[config.mk]
export PLATFORM = sky130hd
export DESIGN_NAME = ohs_pwm_axi_master
export DESIGN_NICKNAME = d
export VERILOG_FILES = /design/src/rtl/ohs_pwm_axi_master.sv
export SDC_FILE = /design/constraint.sdc
export NUM_CORES = 1
export LEC_CHECK = 0
export ABC_AREA = 1
export CELL_PAD_IN_SITES_DETAIL_PLACEMENT = 1
export CELL_PAD_IN_SITES_GLOBAL_PLACEMENT = 2
export CORE_MARGIN = 2
export CORE_UTILIZATION = 24
export CTS_BUF_LIST = sky130_fd_sc_hd__clkbuf_16
export DETAILED_ROUTE_END_ITERATION = 12
export GPL_TIMING_DRIVEN = 0
export PLACE_DENSITY_LB_ADDON = 0.2
export SLEW_MARGIN = 20
export SYNTH_ARGS = -nofsm -noshare
export SYNTH_HDL_FRONTEND = slang
export SYNTH_SLANG_ARGS = --single-unit
[constraint.sdc]
create_clock -name m_axi_aclk -period 4.47 [get_ports m_axi_aclk]
set_input_delay 0.6705 -clock m_axi_aclk [delete_from_list [all_inputs] [get_ports m_axi_aclk]]
set_output_delay 0.6705 -clock m_axi_aclk [all_outputs]
set_load 0.05 [all_outputs]
[src/rtl/ohs_pwm_axi_master.sv]
// AXI4-Lite initiator for the PWM register slave.
// Converts a single-outstanding command/response port into AXI4-Lite write
// and read transactions. A watchdog aborts any transaction that stalls for
// TIMEOUT cycles, so a dead slave cannot hang the controller.
module ohs_pwm_axi_master #(
  parameter int ADDR_WIDTH = 4,
  parameter int DATA_WIDTH = 32,
  parameter int TIMEOUT    = 1024
) (
  input  logic                    m_axi_aclk,
  input  logic                    m_axi_areset,
  // command / response port
  input  logic                    cmd_valid,
  output logic                    cmd_ready,
  input  logic                    cmd_write,
  input  logic [ADDR_WIDTH-1:0]   cmd_addr,
  input  logic [DATA_WIDTH-1:0]   cmd_wdata,
  output logic                    rsp_valid,
  output logic [DATA_WIDTH-1:0]   rsp_rdata,
  output logic [1:0]              rsp_resp,
  output logic                    rsp_timeout,
  // write address channel
  output logic [ADDR_WIDTH-1:0]   m_axi_awaddr,
  output logic                    m_axi_awvalid,
  input  logic                    m_axi_awready,
  // write data channel
  output logic [DATA_WIDTH-1:0]   m_axi_wdata,
  output logic [DATA_WIDTH/8-1:0] m_axi_wstrb,
  output logic                    m_axi_wvalid,
  input  logic                    m_axi_wready,
  // write response channel
  input  logic [1:0]              m_axi_bresp,
  input  logic                    m_axi_bvalid,
  output logic                    m_axi_bready,
  // read address channel
  output logic [ADDR_WIDTH-1:0]   m_axi_araddr,
  output logic                    m_axi_arvalid,
  input  logic                    m_axi_arready,
  // read data channel
  input  logic [DATA_WIDTH-1:0]   m_axi_rdata,
  input  logic [1:0]              m_axi_rresp,
  input  logic                    m_axi_rvalid,
  output logic                    m_axi_rready
);

  localparam int STRB_W = DATA_WIDTH / 8;
  // Counter only needs to reach TIMEOUT-1; it saturates at all ones.
  localparam int CNT_W = (TIMEOUT < 2) ? 1 : $clog2(TIMEOUT + 1);
  localparam logic [CNT_W-1:0] CNT_LAST = (TIMEOUT == 0) ? '0 : CNT_W'(TIMEOUT - 1);
  localparam logic [CNT_W-1:0] CNT_MAX  = '1;

  typedef enum logic [2:0] {
    IDLE = 3'd0,
    WR   = 3'd1,
    WR_B = 3'd2,
    RD_A = 3'd3,
    RD_D = 3'd4
  } state_t;

  state_t                  state, state_n;
  logic [CNT_W-1:0]        cnt, cnt_n;
  logic                    awvalid_n, wvalid_n, bready_n, arvalid_n, rready_n;
  logic [ADDR_WIDTH-1:0]   awaddr_n, araddr_n;
  logic [DATA_WIDTH-1:0]   wdata_n;
  logic [STRB_W-1:0]       wstrb_n;
  logic                    rsp_valid_n, rsp_timeout_n;
  logic [DATA_WIDTH-1:0]   rsp_rdata_n;
  logic [1:0]              rsp_resp_n;
  logic                    progress;
  logic                    expired;

  // Commands are only taken in IDLE and never while reset is held.
  assign cmd_ready = (state == IDLE) && !m_axi_areset;

  // Watchdog expiry: the current cycle is the TIMEOUT-th busy cycle (or later).
  assign expired = (TIMEOUT != 0) && (cnt >= CNT_LAST);

  // Next-state and next-output logic; a handshake that moves the FSM on the
  // expiry edge takes precedence over the abort.
  always_comb begin
    state_n       = state;
    cnt_n         = cnt;
    awvalid_n     = m_axi_awvalid;
    wvalid_n      = m_axi_wvalid;
    bready_n      = m_axi_bready;
    arvalid_n     = m_axi_arvalid;
    rready_n      = m_axi_rready;
    awaddr_n      = m_axi_awaddr;
    araddr_n      = m_axi_araddr;
    wdata_n       = m_axi_wdata;
    wstrb_n       = m_axi_wstrb;
    rsp_valid_n   = 1'b0;
    rsp_rdata_n   = rsp_rdata;
    rsp_resp_n    = rsp_resp;
    rsp_timeout_n = rsp_timeout;
    progress      = 1'b0;

    if (state != IDLE && cnt != CNT_MAX) begin
      cnt_n = cnt + 1'b1;
    end

    case (state)
      IDLE: begin
        if (cmd_valid) begin
          cnt_n = '0;
          if (cmd_write) begin
            awaddr_n  = {cmd_addr[ADDR_WIDTH-1:2], 2'b00};
            wdata_n   = cmd_wdata;
            wstrb_n   = '1;
            awvalid_n = 1'b1;
            wvalid_n  = 1'b1;
            state_n   = WR;
          end else begin
            araddr_n  = {cmd_addr[ADDR_WIDTH-1:2], 2'b00};
            arvalid_n = 1'b1;
            state_n   = RD_A;
          end
        end
      end
      WR: begin
        // Each channel drops independently once its own handshake happens.
        awvalid_n = m_axi_awvalid && !m_axi_awready;
        wvalid_n  = m_axi_wvalid && !m_axi_wready;
        if (!awvalid_n && !wvalid_n) begin
          progress = 1'b1;
          bready_n = 1'b1;
          state_n  = WR_B;
        end
      end
      WR_B: begin
        if (m_axi_bvalid) begin
          progress    = 1'b1;
          bready_n    = 1'b0;
          rsp_resp_n  = m_axi_bresp;
          rsp_valid_n = 1'b1;
          state_n     = IDLE;
        end
      end
      RD_A: begin
        if (m_axi_arready) begin
          progress  = 1'b1;
          arvalid_n = 1'b0;
          rready_n  = 1'b1;
          state_n   = RD_D;
        end
      end
      RD_D: begin
        if (m_axi_rvalid) begin
          progress    = 1'b1;
          rready_n    = 1'b0;
          rsp_rdata_n = m_axi_rdata;
          rsp_resp_n  = m_axi_rresp;
          rsp_valid_n = 1'b1;
          state_n     = IDLE;
        end
      end
      default: begin
        state_n = IDLE;
      end
    endcase

    if (state != IDLE && !progress && expired) begin
      awvalid_n     = 1'b0;
      wvalid_n      = 1'b0;
      bready_n      = 1'b0;
      arvalid_n     = 1'b0;
      rready_n      = 1'b0;
      rsp_valid_n   = 1'b1;
      rsp_resp_n    = 2'b11;
      rsp_timeout_n = 1'b1;
      state_n       = IDLE;
    end
  end

  // State, channel and response registers; reset abandons any transaction.
  always_ff @(posedge m_axi_aclk) begin
    if (m_axi_areset) begin
      state         <= IDLE;
      cnt           <= '0;
      m_axi_awvalid <= 1'b0;
      m_axi_wvalid  <= 1'b0;
      m_axi_bready  <= 1'b0;
      m_axi_arvalid <= 1'b0;
      m_axi_rready  <= 1'b0;
      m_axi_awaddr  <= '0;
      m_axi_araddr  <= '0;
      m_axi_wdata   <= '0;
      m_axi_wstrb   <= '0;
      rsp_valid     <= 1'b0;
      rsp_rdata     <= '0;
      rsp_resp      <= 2'b00;
      rsp_timeout   <= 1'b0;
    end else begin
      state         <= state_n;
      cnt           <= cnt_n;
      m_axi_awvalid <= awvalid_n;
      m_axi_wvalid  <= wvalid_n;
      m_axi_bready  <= bready_n;
      m_axi_arvalid <= arvalid_n;
      m_axi_rready  <= rready_n;
      m_axi_awaddr  <= awaddr_n;
      m_axi_araddr  <= araddr_n;
      m_axi_wdata   <= wdata_n;
      m_axi_wstrb   <= wstrb_n;
      rsp_valid     <= rsp_valid_n;
      rsp_rdata     <= rsp_rdata_n;
      rsp_resp      <= rsp_resp_n;
      rsp_timeout   <= rsp_timeout_n;
    end
  end

endmodule

; Word-level counts from Yosys, hierarchy flattened
; Index checks and enable logic that the tools add are counted.
[totals]
regBits = 92
output_inout_bits = 86
elab_cells = 97
[classes]
n_addsub = 1
magnitude_cmp = 1
n_eq_ne = 14
mux = 35
bitwise_logic = 1
reduce_logical = 30
[ops]
columns = op, count
row1 = two-way mux 11 bit, 3
row2 = AND reduction 3 bit, 6
row3 = two-way mux 3 bit, 5
row4 = one-hot mux 3 bit (5 select lines), 1
row5 = two-way mux 1 bit, 14
row6 = "!= test 2 bit, second input constant", 7
row7 = one-hot mux 1 bit (2 select lines), 6
row8 = "adder 11 x 1 -> 11 bit, second input constant", 1
row9 = "greater-or-equal comparator 11 x 10 -> 1 bit, second input constant", 1
row10 = "!= test 11 bit, second input constant", 1
row11 = two-way mux 2 bit, 4
row12 = nonzero test 2 bit, 4
row13 = logical AND 1 bit, 7
row14 = "equality test 3 x 2 -> 1 bit, second input constant", 2
row15 = logical NOT 1 bit, 6
row16 = "!= test 3 bit, second input constant", 2
row17 = nonzero test 3 bit, 2
row18 = AND reduction 5 bit, 1
row19 = one-hot mux 1 bit (4 select lines), 1
row20 = one-hot mux 2 bit (2 select lines), 1
row21 = AND reduction 4 bit, 1
row22 = "equality test 3 x 1 -> 1 bit, second input constant", 1
row23 = "equality test 3 bit, second input constant", 1
row24 = logical NOT 3 bit, 1
row25 = other kinds (3), 3

; Depth between registers and ports, before layout
[logic_depth]
ltp_word = 11
depth_mapped = 11

; Least setup slack after synthesis
; OpenSTA, ideal clock, no wires.
[synth_timing]
kind = register to output
from = register state[0]
to = output cmd_ready
arrival_time_ns = 1.452
required_ns = 3.799
path_slack_ns = 2.348
stages_incl_launch_ff = 6
path_buffers = 2
path_cell_list = dfxtp_1 buf_6 nor2_8 nand2_4 buf_2 nor2_1
[synth_via]
elab_chain_len = 2
[synth_lines]
columns = element, line
row1 = start: declaration, 60  ; state_t state, state_n;
row2 = start signal: assignment, 194  ; state <= state_n;
row3 = logical NOT 3 bit, 73  ; assign cmd_ready = (state == IDLE) && !m_axi_areset;
row4 = logical AND 1 bit, 73
row5 = end: declaration, 14  ; output logic cmd_ready,
; No other way between the ends.

; Worst setup path in the final report
[layout_timing]
from = register state[1]
to = output cmd_ready
; The elaborated chain is that of the path after synthesis.

==> qor_table.md <==
| Metric | Value | Unit |
|---|---|---|
| Storage cell area | 1840 | um2 |
| Endpoint required time on the critical path | 3.80 | ns |
| Worst flop-to-flop path endpoint | state[1]$_SDFFE_PP0P_ | - |
| Maximum number of pins on one net before global-route repair | 16 | - |
| Share of cells above drive strength 1 | 10.3 | % |
| Unrepaired setup endpoints after global routing | false | - |
| Crit-path cells | buf_4 -> nor2_8 -> nand2_4 -> buf_2 -> nor2_1 -> clkdlybuf4s50_1 | - |
| Highest Clock Rate | 0.355 | GHz |
| Post-CTS Setup Inserts | 0 | - |
| Gp weighted congestion | 0.784 | - |
| Number of buffers on the longest clock path | 2 | - |
| Reg-to-Reg Start | state[2]$_SDFFE_PP0P_ | - |
| Leftover overflow at the end of global routing | 0 | - |
| Fin crit share | 63.1 | % |
| CTS Hold Bufs | 0 | - |
| Total half-perimeter wirelength after legalization and detailed placement | 9160 | um |
| Growth of design area from synthesis to finish | 57.0 | % |
| Cells on worst reg2reg path | 7 | - |
| Critical path start-end classification | register to output pin | - |
| Startpoint of the most critical hold path | rsp_rdata[6]$_SDFFE_PP0P_ | - |
| Vias in the first global route | 3705 | - |
| Detailed-route wire length | 12000 | um |
| # nets final | 757 | - |
| Worst Hold Endpoint | rsp_rdata[6]$_SDFFE_PP0P_ | - |
| Per-instance average area after synthesis | 7.61 | um2 |
| Gate count after technology mapping | 501 | - |
| Clock buffers created by TritonCTS | 9 | - |
| Launching element type of the critical path | register | - |
| Area enclosed by the die boundary | 16900 | um2 |
| Drt drc | 0 | - |
| Initial antenna violation count | 0 | - |
| Power per standard cell area | 426 | nW/um2 |
| Tightest slew margin relative to the limit | 62.9 | % |
| Critical Path Sink Type | output pin | - |
| Reg-to-reg setup timing slack | 2.74 | ns |
| Insertion delay to the later sink of the worst-skew pair | 0.35 | ns |
| Area of the core | 15700 | um2 |
| Sequential share of the synthesized area | 48.3 | % |
| Filler Cell Count | 1882 | - |
| Ant diodes | 0 | - |
| Vias post-DR | 3786 | - |
| Count of state elements after synthesis | 92 | - |
| Final setup vio count | 0 | - |
| Via density | 4.23 | - |
| Min-Delay Path Class | register to register | - |
| Die outline width | 130 | um |
| Number of clock sinks | 92 | - |
| Depth of the CTS H-tree | 3 | - |
| Worst slack on hold paths | 0.445 | ns |
| Cell area after synthesis | 3810 | um2 |
| Final-layout setup total negative slack | 0 | ns |
| Shortest clock period the worst path allows after layout | 2.82 | ns |
| Count of maximum capacitance violations | 0 | - |
| Synth Warn # | 0 | - |
| Clk_skew | 0.00892 | ns |
| Vertical die dimension | 130 | um |
| Final hold violation count | 0 | - |
| Boundary pin count | 167 | - |
| DR pass1 iterations | 4 | - |
| Leakage Power | 0.00226 | uW |
| Antenna-violating nets left | 0 | - |
| Critical Path Max Stage Delay | 0.80 | ns |
| Buffers added on ports | 160 | - |
| CTS tree | done | - |
| Critical path arrival | 2.15 | ns |
| Starting density of the core | 24.3 | % |
| Post-detailed-route wirelength per cell | 13.4 | um |
| Drt initial violations | 106 | - |
| Number of gates given a new drive strength after cts | 0 | - |
| Depth of the worst hold-timing path | 2 | - |
| Area occupied by multi-input gates | 1540 | um2 |
| Global-route wire length before repair | 19100 | um |
| Critical path peak fanout | 10 | - |
| Number of unique standard cell types used by synthesis | 29 | - |
| Clock transition at path regs | 0.06 | ns |
| Clock Root Buffer | sky130_fd_sc_hd__clkbuf_16 | - |
| Slew at the pin with the worst max-slew slack | 0.554 | ns |
| Worst voltage drop across the vdd grid | 0.000176 | V |
| Result of the run | finished, final reports clean | - |
| Worst path slowest cell | sky130_fd_sc_hd__clkdlybuf4s50_1 | - |
| Total global routing track utilization | 14.4 | % |
| Total count of max-transition violations in the final report | 0 | - |
| Placement Rows | 46 | - |
-- cell usage in the layout (no fill, tap or decap), drive strengths merged --
master and count:
clkdlybuf4s50 160, a21oi 42, a21boi 2, xor2 2, dfxtp 92, nand2 47
nand4 9, o21bai 2, nor3 2, clkinv 2, clkbuf 22, nor2 110
bufinv 1, ha 1, clkinvlp 2, nand3b 1, conb 4, buf 19
or2 1, o21a 1, nand3 16, o21ai 77, inv 65
-- synthesized netlist by cell type --
library cell | count | area (um2)
sky130_fd_sc_hd__nand3b_1 | 1 | 7.51
sky130_fd_sc_hd__clkbuf_1 | 13 | 48.8
sky130_fd_sc_hd__o21a_1 | 1 | 7.51
sky130_fd_sc_hd__nor2_4 | 1 | 11.3
sky130_fd_sc_hd__a21oi_1 | 42 | 210
sky130_fd_sc_hd__conb_1 | 1 | 3.75
sky130_fd_sc_hd__nor2_2 | 31 | 194
sky130_fd_sc_hd__buf_2 | 3 | 15.0
sky130_fd_sc_hd__o21bai_1 | 2 | 15.0
sky130_fd_sc_hd__or2_2 | 1 | 6.26
sky130_fd_sc_hd__buf_6 | 7 | 78.8
sky130_fd_sc_hd__nand2_1 | 46 | 173
sky130_fd_sc_hd__xor2_1 | 2 | 17.5
sky130_fd_sc_hd__inv_1 | 60 | 225
sky130_fd_sc_hd__ha_1 | 1 | 12.5
sky130_fd_sc_hd__o21ai_0 | 57 | 285
sky130_fd_sc_hd__nand4_1 | 9 | 56.3
sky130_fd_sc_hd__inv_2 | 2 | 7.51
sky130_fd_sc_hd__o21ai_1 | 20 | 100
sky130_fd_sc_hd__nor2_8 | 1 | 20.0
sky130_fd_sc_hd__a21boi_0 | 2 | 15.0
sky130_fd_sc_hd__nand2_4 | 1 | 11.3
sky130_fd_sc_hd__nand3_1 | 16 | 80.1
sky130_fd_sc_hd__inv_4 | 1 | 6.26
sky130_fd_sc_hd__nor3_1 | 2 | 10.0
sky130_fd_sc_hd__buf_4 | 8 | 60.1
sky130_fd_sc_hd__dfxtp_1 | 92 | 1840
sky130_fd_sc_hd__buf_1 | 1 | 3.75
sky130_fd_sc_hd__nor2_1 | 77 | 289
-- flip-flops by register name, summed over array words and instances, names as in the netlist --
name           flops
cnt               11
m_axi_araddr       2
m_axi_arvalid      1
m_axi_awaddr       2
m_axi_awvalid      1
m_axi_bready       1
m_axi_rready       1
m_axi_wdata       32
m_axi_wstrb        1
m_axi_wvalid       1
rsp_rdata         32
rsp_resp           2
rsp_timeout        1
rsp_valid          1
state              3
-- report_power, final --
group / switching [uW] / internal, uW
clock network: 339 / 431
registers: 41.7 / 899
logic: 540 / 302
-- final cells by class --
class                           instances  share of cell area, %
Sequential cell                        92                   30.8
Inverter                               63                   3.99
Timing Repair Buffer                  160                   26.8
Tap cell                              216                   4.51
Buffer                                 32                   3.45
Clock buffer                            9                   3.76
Multi-Input combinational cell        317                   25.7
Clock inverter                          7                   1.11
-- routing by layer --
layer  global-route usage, %  vias to the layer above  routed length, um
met5                       0                        -                  0
met4                    5.88                        0                191
met3                    4.43                       12                852
met2                    23.5                      109               5510
met1                    17.8                     1734               5410
li1                        -                     1931                  -
-- worst max-delay path: cells and delay by family, from the launching register on --
kind	cells	cell delay, ns
and+or+nand+nor	3	0.34
DFF	1	0.30
buffers and inverters	3	1.16
-- logic make-up (layout without fill, tap and decap cells) --
logic type                 after synthesis  after routing  synth area share, %
adders and majority gates                1              1                0.328
and+or+nand+nor                        186            186                 22.5
buffers and inverters                   95            271                 11.7
DFF                                     92             92                 48.3
other                                    1              4               0.0984
AOI/OAI and AO/OA                      124            124                 16.6
xor gates and xnor gates                 2              2                0.460
-- through the flow --
step                      worst slack (ns)  area, um2  instances  util (%)  total power, uW
after floorplan                       2.35       3820        504         -             1500
after global placement                1.68       5700        880      36.2             1800
after detailed placement              1.67       5700        880      36.2             1810
after CTS                             1.61       5990        896      38.1             2600
after global routing                  1.55       5990        896      38.1             2700
final                                 1.65       5990        896      38.1             2550
-- worst max-delay path by stage --
stage | from | endpoint | slack (ns) | cells after the start
3_3_place_gp | m_axi_areset | cmd_ready | 1.68 | 3
4_1_cts | state[1]$_SDFFE_PP0P_ | cmd_ready | 1.61 | 6
2_1_floorplan | state[0]$_SDFFE_PP0P_ | cmd_ready | 2.35 | 5
6_report | state[1]$_SDFFE_PP0P_ | cmd_ready | 1.65 | 6
3_5_place_dp | m_axi_areset | cmd_ready | 1.67 | 3
5_1_grt | state[1]$_SDFFE_PP0P_ | cmd_ready | 1.55 | 6
No activity file was read; power rests on OpenSTA's default activity.
